`config.mk`:
```
export PLATFORM = sky130hd
export DESIGN_NAME = leaf_out_port_scheduler
export DESIGN_NICKNAME = d
export VERILOG_FILES = /design/src/rtl/leaf_pkg.sv /design/src/rtl/rr_arbiter.sv /design/src/rtl/leaf_out_port_scheduler.sv
export SDC_FILE = /design/constraint.sdc
export NUM_CORES = 1
export LEC_CHECK = 0
export CAP_MARGIN = 20
export CORE_ASPECT_RATIO = 1.2
export CORE_UTILIZATION = 40
export CTS_BUF_LIST = sky130_fd_sc_hd__clkbuf_16
export CTS_CLUSTER_DIAMETER = 150
export CTS_CLUSTER_SIZE = 12
export DETAILED_ROUTE_END_ITERATION = 10
export DONT_BUFFER_PORTS = 1
export PLACE_DENSITY = 0.51
export SYNTH_ARGS = -nofsm -noshare
export SYNTH_HDL_FRONTEND = slang
export SYNTH_HIERARCHICAL = 1
export SYNTH_SLANG_ARGS = --single-unit
```
`constraint.sdc`:
```
create_clock -name ap_clk -period 6.4 [get_ports ap_clk]
set_input_delay 0.96 -clock ap_clk [delete_from_list [all_inputs] [get_ports ap_clk]]
set_output_delay 0.96 -clock ap_clk [all_outputs]
set_load 0.02 [all_outputs]
```
`src/rtl/leaf_pkg.sv`:
```
`timescale 1ns/1ps
`default_nettype none
// ============================================================================
// Module   : leaf_pkg
// Purpose  : Shared definitions for the leaf BFT packet format and the
//            output-port scheduler state machine.
//            Packet layout (49 bits):
//              [48]    valid
//              [47:43] destination leaf
//              [42:39] destination port
//              [38:32] remote buffer address
//              [31:0]  payload
// Ports    : none (package)
// Revision : 1.0 - initial release
// ============================================================================
package leaf_pkg;

    localparam int c_PKT_PAYLOAD_BITS = 32;
    localparam int c_PKT_ADDR_BITS    = 7;
    localparam int c_PKT_PORT_BITS    = 4;
    localparam int c_PKT_LEAF_BITS    = 5;

    localparam int c_PKT_PAYLOAD_LSB  = 0;
    localparam int c_PKT_ADDR_LSB     = 32;
    localparam int c_PKT_PORT_LSB     = 39;
    localparam int c_PKT_LEAF_LSB     = 43;
    localparam int c_PKT_VALID_BIT    = 48;
    localparam int c_PACKET_BITS      = 49;

    // Remote BRAM depth: initial and maximum credit per port.
    localparam int c_REMOTE_DEPTH     = 1 << c_PKT_ADDR_BITS;

    typedef enum logic [1:0] {
        IDLE   = 2'd0,
        RUN    = 2'd1,
        FREEZE = 2'd2
    } state_t;

endpackage
`default_nettype wire

```
`src/rtl/rr_arbiter.sv`:
```
`timescale 1ns/1ps
`default_nettype none
// ============================================================================
// Module   : rr_arbiter
// Purpose  : Purely combinational round-robin arbiter. Grants the first
//            asserted request found searching i_ptr, i_ptr+1, ... modulo
//            NUM_REQ. Output is one-hot or zero.
// Ports    : i_req  - request vector
//            i_ptr  - search start index (must be < NUM_REQ)
//            o_gnt  - one-hot grant
// Revision : 1.0 - initial release
// ============================================================================
module rr_arbiter
    import leaf_pkg::*;
#(
    parameter int NUM_REQ  = 4,
    parameter int PTR_BITS = (NUM_REQ > 1) ? $clog2(NUM_REQ) : 1
) (
    input  logic [NUM_REQ-1:0]  i_req,
    input  logic [PTR_BITS-1:0] i_ptr,
    output logic [NUM_REQ-1:0]  o_gnt
);

    // One extra bit so ptr + offset never overflows before the modulo fold.
    localparam int c_SUM_BITS = PTR_BITS + 1;

    logic [c_SUM_BITS-1:0] w_sum;
    logic [PTR_BITS-1:0]   w_idx;
    logic                  w_found;

    always_comb begin
        o_gnt   = '0;
        w_found = 1'b0;
        w_sum   = '0;
        w_idx   = '0;
        for (int k = 0; k < NUM_REQ; k++) begin
            w_sum = {1'b0, i_ptr} + c_SUM_BITS'(k);
            if (w_sum >= c_SUM_BITS'(NUM_REQ)) begin
                w_sum = w_sum - c_SUM_BITS'(NUM_REQ);
            end
            w_idx = w_sum[PTR_BITS-1:0];
            if (!w_found && i_req[w_idx]) begin
                o_gnt[w_idx] = 1'b1;
                w_found      = 1'b1;
            end
        end
    end

endmodule
`default_nettype wire

```
`src/rtl/leaf_out_port_scheduler.sv`:
```
`timescale 1ns/1ps
`default_nettype none
// ============================================================================
// Module   : leaf_out_port_scheduler
// Purpose  : Schedules NUM_OUT_PORTS user output streams onto the single BFT
//            packet output of a leaf. One word per cycle is granted by
//            round-robin among ports that are valid, configured and hold
//            remote-buffer credit.
// Ports    : ap_clk, ap_rst_n      - clock, async active-low reset
//            user_tdata/tvalid/tready - user output streams
//            cfg_we/cfg_port/cfg_dst  - runtime destination {leaf, port}
//            credit_vld/credit_port   - credit return (+FREESPACE_UPDATE_SIZE)
//            resend                   - freeze new grants
//            pkt_out/pkt_ready        - {valid, leaf, port, addr, payload}
//            busy                     - output valid or any stream pending
// Revision : 1.0 - initial release
// ============================================================================
module leaf_out_port_scheduler
    import leaf_pkg::*;
#(
    parameter int NUM_OUT_PORTS         = 4,
    parameter int PAYLOAD_BITS          = 32,
    parameter int NUM_LEAF_BITS         = 5,
    parameter int NUM_PORT_BITS         = 4,
    parameter int NUM_BRAM_ADDR_BITS    = 7,
    parameter int FREESPACE_UPDATE_SIZE = 64,
    parameter int PACKET_BITS           = 1 + NUM_LEAF_BITS + NUM_PORT_BITS
                                          + NUM_BRAM_ADDR_BITS + PAYLOAD_BITS
) (
    input  logic                                    ap_clk,
    input  logic                                    ap_rst_n,
    input  logic [NUM_OUT_PORTS*PAYLOAD_BITS-1:0]   user_tdata,
    input  logic [NUM_OUT_PORTS-1:0]                user_tvalid,
    output logic [NUM_OUT_PORTS-1:0]                user_tready,
    input  logic                                    cfg_we,
    input  logic [2:0]                              cfg_port,
    input  logic [NUM_LEAF_BITS+NUM_PORT_BITS-1:0]  cfg_dst,
    input  logic                                    credit_vld,
    input  logic [2:0]                              credit_port,
    input  logic                                    resend,
    output logic [PACKET_BITS-1:0]                  pkt_out,
    input  logic                                    pkt_ready,
    output logic                                    busy
);

    localparam int c_DST_BITS  = NUM_LEAF_BITS + NUM_PORT_BITS;
    localparam int c_CRED_BITS = NUM_BRAM_ADDR_BITS + 1;
    localparam int c_SUM_BITS  = c_CRED_BITS + 1;
    localparam int c_PTR_BITS  = (NUM_OUT_PORTS > 1) ? $clog2(NUM_OUT_PORTS) : 1;
    localparam int c_DEPTH     = 1 << NUM_BRAM_ADDR_BITS;

    // ------------------------------------------------------------------
    // Reset: asserts asynchronously, releases two clocks after ap_rst_n
    // rises so every flop leaves reset on the same edge.
    // ------------------------------------------------------------------
    logic [1:0] r_rst_sync;
    logic       w_rst_n;

    always_ff @(posedge ap_clk or negedge ap_rst_n) begin
        if (!ap_rst_n) begin
            r_rst_sync <= 2'b00;
        end else begin
            r_rst_sync <= {r_rst_sync[0], 1'b1};
        end
    end

    assign w_rst_n = r_rst_sync[1];

    // ------------------------------------------------------------------
    // Declarations
    // ------------------------------------------------------------------
    state_t                          r_state;
    state_t                          w_state_nxt;
    logic [NUM_OUT_PORTS-1:0]        r_cfg_valid;
    logic [c_DST_BITS-1:0]           r_dst    [NUM_OUT_PORTS];
    logic [NUM_BRAM_ADDR_BITS-1:0]   r_addr   [NUM_OUT_PORTS];
    logic [c_CRED_BITS-1:0]          r_credit [NUM_OUT_PORTS];
    logic [c_PTR_BITS-1:0]           r_rr_ptr;
    logic [PACKET_BITS-1:0]          r_pkt;

    logic [PAYLOAD_BITS-1:0]         w_tdata      [NUM_OUT_PORTS];
    logic [c_SUM_BITS-1:0]           w_cred_sum   [NUM_OUT_PORTS];
    logic [c_CRED_BITS-1:0]          w_credit_nxt [NUM_OUT_PORTS];
    logic [NUM_OUT_PORTS-1:0]        w_has_credit;
    logic [NUM_OUT_PORTS-1:0]        w_eligible;
    logic [NUM_OUT_PORTS-1:0]        w_arb_gnt;
    logic [NUM_OUT_PORTS-1:0]        w_grant;
    logic                            w_any_gnt;
    logic                            w_can_accept;
    logic                            w_run;
    logic [c_PTR_BITS-1:0]           w_gnt_idx;
    logic [c_PTR_BITS-1:0]           w_ptr_nxt;
    logic [PAYLOAD_BITS-1:0]         w_sel_data;
    logic [c_DST_BITS-1:0]           w_sel_dst;
    logic [NUM_BRAM_ADDR_BITS-1:0]   w_sel_addr;

    genvar g;
    generate
        for (g = 0; g < NUM_OUT_PORTS; g++) begin : g_unpack
            assign w_tdata[g] = user_tdata[g*PAYLOAD_BITS +: PAYLOAD_BITS];
        end
    endgenerate

    // ------------------------------------------------------------------
    // Control FSM
    // ------------------------------------------------------------------
    always_ff @(posedge ap_clk or negedge w_rst_n) begin
        if (!w_rst_n) begin
            r_state <= IDLE;
        end else begin
            r_state <= w_state_nxt;
        end
    end

    always_comb begin
        w_state_nxt = r_state;
        case (r_state)
            IDLE:    if (|r_cfg_valid) w_state_nxt = RUN;
            RUN:     if (resend)       w_state_nxt = FREEZE;
            FREEZE:  if (!resend)      w_state_nxt = RUN;
            default: w_state_nxt = IDLE;
        endcase
    end

    // resend also masks grants in the cycle it rises, before the FSM has
    // moved to FREEZE, so no word is granted while resend is high.
    assign w_run        = (r_state == RUN) && !resend;
    assign w_can_accept = !r_pkt[PACKET_BITS-1] || pkt_ready;
    assign w_eligible   = user_tvalid & r_cfg_valid & w_has_credit
                          & {NUM_OUT_PORTS{w_run}};

    rr_arbiter #(
        .NUM_REQ  (NUM_OUT_PORTS),
        .PTR_BITS (c_PTR_BITS)
    ) u_rr_arbiter (
        .i_req (w_eligible),
        .i_ptr (r_rr_ptr),
        .o_gnt (w_arb_gnt)
    );

    assign w_grant     = w_can_accept ? w_arb_gnt : '0;
    assign w_any_gnt   = |w_grant;
    assign user_tready = w_grant;

    // One-hot grant to index plus selection of the granted port's fields.
    always_comb begin
        w_gnt_idx  = '0;
        w_sel_data = '0;
        w_sel_dst  = '0;
        w_sel_addr = '0;
        for (int i = 0; i < NUM_OUT_PORTS; i++) begin
            if (w_arb_gnt[i]) begin
                w_gnt_idx  = c_PTR_BITS'(i);
                w_sel_data = w_tdata[i];
                w_sel_dst  = r_dst[i];
                w_sel_addr = r_addr[i];
            end
        end
    end

    assign w_ptr_nxt = (w_gnt_idx == c_PTR_BITS'(NUM_OUT_PORTS - 1))
                       ? '0 : w_gnt_idx + c_PTR_BITS'(1);

    // ------------------------------------------------------------------
    // Credit arithmetic: -1 per grant, +FREESPACE_UPDATE_SIZE per return,
    // clamped to the remote depth. A grant implies credit >= 1, so the
    // sum cannot underflow.
    // ------------------------------------------------------------------
    always_comb begin
        w_has_credit = '0;
        for (int i = 0; i < NUM_OUT_PORTS; i++) begin
            w_has_credit[i] = (r_credit[i] != '0);
            w_cred_sum[i]   = {1'b0, r_credit[i]}
                              + ((credit_vld && (credit_port == 3'(i)))
                                 ? c_SUM_BITS'(FREESPACE_UPDATE_SIZE) : '0)
                              - c_SUM_BITS'(w_grant[i]);
            w_credit_nxt[i] = (w_cred_sum[i] > c_SUM_BITS'(c_DEPTH))
                              ? c_CRED_BITS'(c_DEPTH)
                              : w_cred_sum[i][c_CRED_BITS-1:0];
        end
    end

    // ------------------------------------------------------------------
    // Per-port configuration, address and credit state. An out-of-range
    // cfg_port/credit_port matches no port and is therefore ignored.
    // ------------------------------------------------------------------
    always_ff @(posedge ap_clk or negedge w_rst_n) begin
        if (!w_rst_n) begin
            r_cfg_valid <= '0;
            for (int i = 0; i < NUM_OUT_PORTS; i++) begin
                r_dst[i]    <= '0;
                r_addr[i]   <= '0;
                r_credit[i] <= c_CRED_BITS'(c_DEPTH);
            end
        end else begin
            for (int i = 0; i < NUM_OUT_PORTS; i++) begin
                if (cfg_we && (cfg_port == 3'(i))) begin
                    r_dst[i]       <= cfg_dst;
                    r_cfg_valid[i] <= 1'b1;
                end
                if (w_grant[i]) begin
                    r_addr[i] <= r_addr[i] + 1'b1;
                end
                r_credit[i] <= w_credit_nxt[i];
            end
        end
    end

    // ------------------------------------------------------------------
    // Output register and round-robin pointer
    // ------------------------------------------------------------------
    always_ff @(posedge ap_clk or negedge w_rst_n) begin
        if (!w_rst_n) begin
            r_pkt    <= '0;
            r_rr_ptr <= '0;
        end else if (w_any_gnt) begin
            r_pkt    <= {1'b1, w_sel_dst, w_sel_addr, w_sel_data};
            r_rr_ptr <= w_ptr_nxt;
        end else if (pkt_ready) begin
            r_pkt    <= '0;
        end
    end

    assign pkt_out = r_pkt;
    assign busy    = r_pkt[PACKET_BITS-1] | (|user_tvalid);

endmodule
`default_nettype wire
```
==> impl_metrics.csv, run 1 <==
group,metric,value,unit
critical_path,r2r_setup_slack,1270,ps
grt,antenna_found_initial,3,
route,vias,6758,
floorplanning,core_area,0.0225,mm2
route,vias_per_cell,5.63,
floorplanning,rows,60,
clock_tree,cts_resized,0,
timing,max_freq,195,MHz
pwr,p_int,2970,uW
final_layout,final_nets,1118,
placement,dp_hpwl,16700,um
clock_tree,cts_buffer_depth,2,
synth,async_flop_share,1.00,
floorplanning,initial_utilization,0.409,
route,wl_per_cell,19.3,um
synth,syn_area,0.00922,mm2
final_layout,area_growth_syn_to_layout,9.62,%
grt,grt_pass1_wl,36600,um
placement,gp_congestion,0.781,
placement,dp_cells,1166,
flow_run,maxCapViolCount,0,
route,wirelength,23200,um
grt,grt_overflow,0,
synth,synth_top_area_cell,"dfrtp_1",
floorplanning,die_w,141,um
synth,synth.area.top_cells,"dfrtp_1 (41%), ha_1 (7.3%), mux2_2 (4.9%), xnor2_1 (3.3%), a221oi_1 (3.1%)",
timing,tns,0,ps
placement,port-buffer-count,0,
worst_hold_path,min_path_type,"in -> async",
grt,grt_usage,0.201,
critical_path,cp.arrival,5420,ps
timing,finClkSkew,10.6,ps
grt,grt_pass1_vias,6889,
critical_path,cp-start-kind,"input pin",
clock_tree,root_buffer,"clkbuf_16",
route,drt_iter0_markers,210,
critical_path,critical_path_required,6690,ps
pwr,p_seq_frac,0.269,
floorplanning,ios,207,
timing,slew_viol_final,0,
clock_tree,cts_tree,"yes",
timing,rsz0062_at_grt,"no",
clock_tree,post_cts_buffers,0,
pwr,p_clk_frac,0.189,
route,route.detailed.drc,0,
critical_path,critPathKind,"in -> reg",
pwr,p_sw,2370,uW
timing,setup_violations,0,
clock_tree,clk_pin_slew,70,ps
synth,yosysWarnings,6,
clock_tree,cts_hold_buf,0,
clock_tree,cts_sinks,155,
synth,synth_edf_count,0,
pwr,p_leak,0.00430,uW
timing,finalCritPeriodShare,0.802,
timing,finalHoldViolations,0,
pwr,power_density,528,mW/mm2
run_status,status,"completed",
timing,slew_headroom,0.280,
pwr,p_comb_frac,0.542,
final_layout,drive_gt1_frac,0.135,
synth,ys.flop_type,"dfrtp_1",
clock_tree,htree_levels,4,
pwr,switching_share,0.444,
floorplanning,die_area,0.0237,mm2
route,final_antenna_net_count,0,
final_layout,fill_cells,2133,
clock_tree,clk_latency,430,ps
synth,yosysTopAreaCellShare,0.410,
placement,dp_worst_setup_slack,834,ps
critical_path,worstSetupEndpointType,"flip-flop",
clock_tree,numCtsBuffers,17,
synth,synth_area_per_cell,9.94,um2
critical_path,crit_fanout,10,
critical_path,r2r_start,"r_credit[5]",
floorplanning,fp.dieH,168,um
timing,period_minus_slack,5130,ps
timing,finalWorstSetupSlack,1270,ps
synth,syn_inst,927,
pwr,ir_drop,321,uV
grt,grt_max_degree,101,
synth,ys_ff_latch,155,
synth,synth_fp_nets,1138,
synth,synth-seq-area-share,0.421,
critical_path,cp-startpoint,"resend",
final_layout,fin_cells,1201,
synth,ys_types,59,
timing,worstMarginPinSlew,1080,ps
route,drtPass1Iterations,4,
## stage by stage
step | cell area [um2] | power [uW] | utilization | hold WS (ps)
global placement | 9500 | 4320 | 0.422 | 334
floorplan | 9220 | 3690 | - | 331
finish | 10100 | 5330 | 0.449 | 218
detailed placement | 9500 | 4320 | 0.422 | 336
CTS | 10100 | 5370 | 0.448 | 196
global route | 10100 | 5790 | 0.449 | 194
## logic make-up (layout without fill, tap and decap cells)
| kind of cell | after synthesis | after routing | share of synthesized area |
|---|---|---|---|
| and+or+nand+nor | 307 | 307 | 0.193 |
| AOI/OAI and AO/OA | 208 | 208 | 0.157 |
| DFF | 155 | 155 | 0.421 |
| buffers and inverters | 109 | 102 | 0.0447 |
| adders and majority gates | 58 | 58 | 0.0820 |
| xor gates and xnor gates | 45 | 45 | 0.0428 |
| muxes | 44 | 44 | 0.0591 |
| other | 1 | 3 | 0.000407 |
## cells in the final DEF (no fill, tap or decap), types with 27 or more instances in the layout
cell / Yosys / routed
ha_1: 54 / 54
a21oi_1: 49 / 49
nor2_1: 27 / 27
a221oi_1: 33 / 33
nor3_1: 47 / 46
nor2b_1: 44 / 43
nand3b_1: 33 / 33
o21ai_0: 45 / 45
xnor2_1: 35 / 35
mux2_2: 40 / 40
inv_1: 58 / 59
nand2_1: 69 / 69
dfrtp_1: 151 / 150
## cell usage after synthesis (6+ instances only)
library cell,count
dfrtp_1,151
nand2_1,69
inv_1,58
ha_1,54
a21oi_1,49
nor3_1,47
o21ai_0,45
nor2b_1,44
clkbuf_1,43
mux2_2,40
xnor2_1,35
a221oi_1,33
nand3b_1,33
nor2_1,27
nor3b_1,19
a22oi_1,18
o21ai_1,11
nand2b_1,10
xor2_1,10
or2_2,9
a21o_1,8
nand3_1,8
a22o_1,7
buf_1,6
nand4_1,6
nand4b_1,6
## routing by layer
layer | up-vias | part of all wire | GRT usage
met3 | 39 | 0.059 | 0.0509
li1 | 3291 | - | -
met4 | 2 | 0.024 | 0.0742
met5 | - | 0.00052 | 0
met1 | 3251 | 0.43 | 0.238
met2 | 175 | 0.49 | 0.350
## worst paths after layout
kind,endpoint,depth (start not counted)
min in group ap_clk,r_rst_sync[1],0
setup reg to reg,r_credit[16],19
hold reg to reg,r_rst_sync[1],0
max in group asynchronous,pkt_out[29],1
setup / recovery,r_credit[16],17
hold / removal,r_rst_sync[1],0
## final cells by class
type	count	area [um2]	share of cell area
Multi-Input combinational cell	663	4960	0.491
Sequential cell	155	3890	0.385
Timing Repair Buffer	12	103	0.0102
Tap cell	279	349	0.0346
Inverter	58	218	0.0215
Clock inverter	15	158	0.0156
Clock buffer	17	425	0.0421
Antenna cell	2	5.00	0.000495
## state kept, by name, indices dropped and copies added, names as in the netlist
name / cells
r_addr: 28
pkt_out: 49
r_state: 2
r_dst: 36
r_rst_sync: 2
r_rr_ptr: 2
r_credit: 32
r_cfg_valid: 4
## critical path: stages
cell and delay (ps):
nor3b_1 420, nand3_1 140, a31oi_1 340, mux4_2 460, nor4b_4 90, a221o_2 400, and2_1 310, ha_1 260
inv_1 50, ha_1 150, inv_1 50, fa_1 390, or3b_2 490, a2111o_1 390, o311ai_2 130, o41a_1 310
nor3_1 70
## power by group through the flow
| stage | combinational [uW] | clock (uW) | sequential (uW) |
|---|---|---|---|
| global route | 3240 | 1080 | 1470 |
| finish | 2890 | 1010 | 1440 |
| CTS | 2880 | 1040 | 1440 |
| detailed placement | 2860 | 0 | 1460 |
| global placement | 2860 | 0 | 1460 |
| floorplan | 2290 | 0 | 1400 |
No activity file was read; power rests on OpenSTA's default activity.
==> run 2: changes to the inputs <==
clock period = 4.8 ns   (was 6.4 ns; I/O delays follow)
==> impl_metrics.csv, run 2 (same netlist as run 1, synthesis figures left out) <==
group,metric,value,unit
critical_path,r2r_start,"r_credit[13]",
placement,dp_hpwl,16400,um
clock_tree,cts_sinks,155,
critical_path,crit_buf_inv,4,
timing,slew_viol_final,0,
route,wl_per_cell,19.0,um
timing,worstMarginPinSlew,975,ps
route,route.detailed.drc,0,
worst_hold_path,holdCritStartpoint,"r_rst_sync[0]",
worst_hold_path,min_to,"r_rst_sync[1]",
final_layout,area_growth_syn_to_layout,12.2,%
critical_path,r2r_cells,19,
timing,setup_violations,0,
floorplanning,rows,60,
final_layout,largest_reg_flops,49,
run_status,status,"completed",
grt,grt_usage,0.199,
timing,slew_headroom,0.350,
clock_tree,htree_levels,4,
timing,max_freq,220,MHz
pwr,ir_drop,490,uV
grt,grt_pass1_vias,6844,
critical_path,crit_fanout,5,
final_layout,mostFrequentLayoutCells,"dfrtp_1 (150), nand2_1 (69), inv_1 (59)",
timing,holdWs,354,ps
clock_tree,root_buffer,"clkbuf_16",
final_layout,post-route-util,0.459,
route,vias_per_cell,5.65,
pwr,power_density,711,mW/mm2
clock_tree,cts_buffer_depth,2,
worst_hold_path,min_path_type,"reg -> reg",
critical_path,cp-start-kind,"flip-flop",
floorplanning,die_w,141,um
route,vias,6860,
critical_path,worstReg2RegEnd,"r_credit[24]",
critical_path,cp.arrival,4820,ps
critical_path,critical_path_required,5070,ps
floorplanning,fp.dieH,168,um
critical_path,cpMaxStageDelayCell,"mux4_2",
critical_path,cp_top_family,"compound AO/OA/AOI/OAI gates",
timing,finalHoldViolations,0,
final_layout,final_nets,1132,
placement,dp_cells,1178,
critical_path,worstSetupEndpointType,"flip-flop",
pwr,p_leak,0.00441,uW
floorplanning,ios,207,
grt,antenna_found_initial,2,
route,final_antenna_net_count,0,
grt,grt_pass1_wl,36300,um
worst_hold_path,min_path_cells,0,
grt,grt_max_degree,101,
clock_tree,numCtsBuffers,17,
final_layout,fin_cells,1215,
route,drtPass1Iterations,4,
timing,finClkSkew,17.5,ps
route,drt_iter0_markers,355,
route,wirelength,23100,um
critical_path,r2r_setup_slack,250,ps
clock_tree,cts_tree,"yes",
grt,grt_overflow,0,
clock_tree,clk_latency,430,ps
placement,port-buffer-count,0,
placement,gp_congestion,0.785,
final_layout,drive_gt1_frac,0.160,
critical_path,cp_cell_sequence,"inv_1, ha_1, nor4b_4, buf_4, a31oi_2, mux4_2, nor3b_2, a221o_1, and2_1, ha_1, inv_1, ha_1, inv_1, fa_1, or3b_1, a2111o_1, o311ai_1, o41a_1, nor3_1",
flow_run,maxCapViolCount,0,
critical_path,critPathMaxStageDelay,530,ps
timing,finalCritPeriodShare,0.949,
floorplanning,die_area,0.0237,mm2
critical_path,critPathKind,"reg -> reg",
timing,period_minus_slack,4550,ps
floorplanning,initial_utilization,0.409,
final_layout,layout_commonest_cell,"dfrtp_1",
floorplanning,core_area,0.0225,mm2
clock_tree,clk_pin_slew,80,ps
[run 2: through the flow]
stage / setup WS, ps / setup TNS, ps / total power, uW / instance area, um2
after floorplan: 9.93 / 0 / 4930 / 9230
after global placement: 184 / 0 / 5890 / 9610
after detailed placement: 51.5 / 0 / 5900 / 9610
after CTS: 58.0 / 0 / 7350 / 10200
after global routing: -56.3 / -189 / 7990 / 10300
final: 246 / 0 / 7360 / 10300
[run 2: area by class of cell]
class | instances | area (um2)
Antenna cell | 2 | 5.00
Timing Repair Buffer | 25 | 203
Tap cell | 279 | 349
Sequential cell | 155 | 3890
Multi-Input combinational cell | 664 | 5060
Inverter | 58 | 218
Fill cell | 2163 | 12200
Clock buffer | 17 | 425
Clock inverter | 15 | 193
[run 2: how the worst max path moves through the flow]
stage,startpoint,to,slack [ps],cells after the start
final,r_credit[13],r_credit[24],250,19
after global placement,resend,r_credit[16],180,17
after detailed placement,resend,r_credit[19],50,17
after floorplan,resend,r_credit[1],10,20
after CTS,r_credit[13],r_credit[19],60,19
after global routing,r_credit[4],r_credit[19],-60,19
[run 2: repair_timing]
item	4_1_cts	5_1_grt
hold endpoints to repair	2	0
hold buffers	1	0
resized for setup	0	14
setup buffers	0	1
endpoints found under the setup margin	0	31
[run 2: layer usage]
metal	vias to the layer above	GRT usage	part of all wire
li1	3319	-	-
met1	3331	0.242	0.43
met2	190	0.345	0.49
met3	20	0.0452	0.053
met4	0	0.0695	0.021
met5	-	0	0
[run 2: where the power goes]
group	internal, uW	switching [uW]
Sequential	1620	304
Combinational	1720	2300
Clock	796	617
[run 2: worst register-to-register path: cells and delay by family (launching register included)]
kind,cells,cell delay [ps]
and+or+nand+nor,5,1030
DFF,1,390
buffers and inverters,4,340
AOI/OAI and AO/OA,5,1240
muxes,1,530
adders and majority gates,4,860
==> run 3: changes to the inputs <==
clock period = 5.67 ns   (was 4.8 ns; I/O delays follow)
==> impl_metrics.csv, run 3 (same netlist as run 1, synthesis figures left out) <==
group,metric,value,unit
timing,slew_headroom,0.268,
run_status,status,"completed",
floorplanning,ios,207,
route,wirelength,23200,um
flow_run,maxCapViolCount,0,
critical_path,crit_buf_inv,3,
clock_tree,cts_tree,"yes",
route,route.detailed.drc,0,
grt,grt_max_degree,100,
grt,antenna_found_initial,1,
route,drt_iter0_markers,386,
clock_tree,clk_pin_slew,70,ps
timing,tns,0,ps
final_layout,final_nets,1121,
timing,slew_viol_final,0,
critical_path,cp.depth,18,
final_layout,largest_reg_flops,49,
grt,grt_overflow,0,
route,drtPass1Iterations,4,
critical_path,worstSetupEndpointType,"flip-flop",
clock_tree,cts_hold_buf,0,
floorplanning,initial_utilization,0.409,
timing,finalHoldViolations,0,
timing,holdWs,107,ps
placement,dp_hpwl,16800,um
floorplanning,die_area,0.0237,mm2
clock_tree,post_cts_buffers,0,
critical_path,cp.arrival,5120,ps
floorplanning,fp.dieH,168,um
critical_path,cp-start-kind,"flip-flop",
placement,gp_congestion,0.840,
route,final_antenna_net_count,0,
clock_tree,cts_buffer_depth,2,
grt,grt_pass1_wl,36900,um
pwr,p_leak,0.00429,uW
final_layout,layout_commonest_cell,"dfrtp_1",
pwr,power_density,593,mW/mm2
critical_path,crit_fanout,5,
timing,max_freq,207,MHz
route,wl_per_cell,19.3,um
floorplanning,core_area,0.0225,mm2
critical_path,cp_cell_sequence,"inv_1, ha_1, nor4b_1, a31oi_1, mux4_1, nor4b_4, a221o_2, and2_1, ha_1, inv_1, ha_1, inv_1, fa_1, or3b_2, a2111o_1, o311ai_2, o41a_1, nor3_1",
timing,worstMarginPinSlew,1100,ps
critical_path,critical_path_required,5950,ps
timing,period_minus_slack,4840,ps
final_layout,drive_gt1_frac,0.135,
timing,finalWorstSetupSlack,828,ps
worst_hold_path,min_path_type,"in -> async",
critical_path,r2r_start,"r_credit[12]",
placement,dp_worst_setup_slack,449,ps
timing,rsz0062_at_grt,"no",
timing,finalCritPeriodShare,0.854,
clock_tree,cts_sinks,155,
final_layout,mostFrequentLayoutCells,"dfrtp_1 (150), nand2_1 (69), inv_1 (60)",
placement,port-buffer-count,0,
clock_tree,clk_latency,430,ps
pwr,ir_drop,395,uV
critical_path,r2r_cells,18,
critical_path,critPathMaxStageDelay,550,ps
route,vias,6896,
floorplanning,die_w,141,um
clock_tree,root_buffer,"clkbuf_16",
critical_path,cp-startpoint,"r_credit[12]",
pwr,total_power,5980,uW
clock_tree,numCtsBuffers,17,
floorplanning,rows,60,
route,vias_per_cell,5.73,
grt,grt_usage,0.202,
final_layout,area_growth_syn_to_layout,9.43,%
critical_path,cpMaxStageDelayCell,"mux4_1",
critical_path,cp_top_family,"compound AO/OA/AOI/OAI gates",
timing,finClkSkew,12.1,ps
grt,grt_pass1_vias,6807,
timing,setup_violations,0,
clock_tree,cts_resized,0,
critical_path,critPathKind,"reg -> reg",
clock_tree,htree_levels,4,
## run 3: final cells by class
class	count	area, um2
clock inverter	15	118
tap	279	349
inverter	58	218
antenna	2	5.00
multi-input combinational	663	4960
timing repair buffer	15	125
clock buffer	17	425
sequential	155	3890
fill	2151	12400
## run 3: path summary, 6_finish.rpt
| kind | endpoint | slack, ps |
|---|---|---|
| max | r_credit[18] | 830 |
| min | r_rst_sync[1] | 110 |
| max reg2reg | r_credit[18] | 830 |
| min reg2reg | r_rst_sync[1] | 350 |
| max in group asynchronous | pkt_out[6] | 3960 |
| min in group ap_clk | r_rst_sync[1] | 350 |
## run 3: worst register-to-register path, stage by stage, from the launching register on
cell      delay (ps)
dfrtp_1          390
inv_1             90
ha_1             140
nor4b_1          390
a31oi_1          230
mux4_1           550
nor4b_4          160
a221o_2          390
and2_1           150
ha_1             170
inv_1             50
ha_1             150
inv_1             50
fa_1             400
or3b_2           490
a2111o_1         390
o311ai_2         130
o41a_1           310
nor3_1            70
## run 3: power breakdown
part	switching, uW	internal, uW	total, uW	leakage [uW]
combinational	1920	1370	3290	0.00201
clock	500	568	1070	0.000265
sequential	251	1370	1620	0.00201
## run 3: layer usage
layer  track usage  share of wire  vias up
met2         0.348           0.49      201
li1              -              -     3313
met3        0.0461          0.062       34
met5             0              0        -
met1         0.246           0.42     3348
met4        0.0742          0.024        0
## run 3: per-stage QoR
stage           util  instance area [um2]  std cells
2_1_floorplan      -                 9220        927
5_1_grt        0.448                10100       1203
3_3_place_gp   0.423                 9520       1169
3_5_place_dp   0.423                 9520       1169
4_1_cts        0.447                10100       1201
6_report       0.448                10100       1204
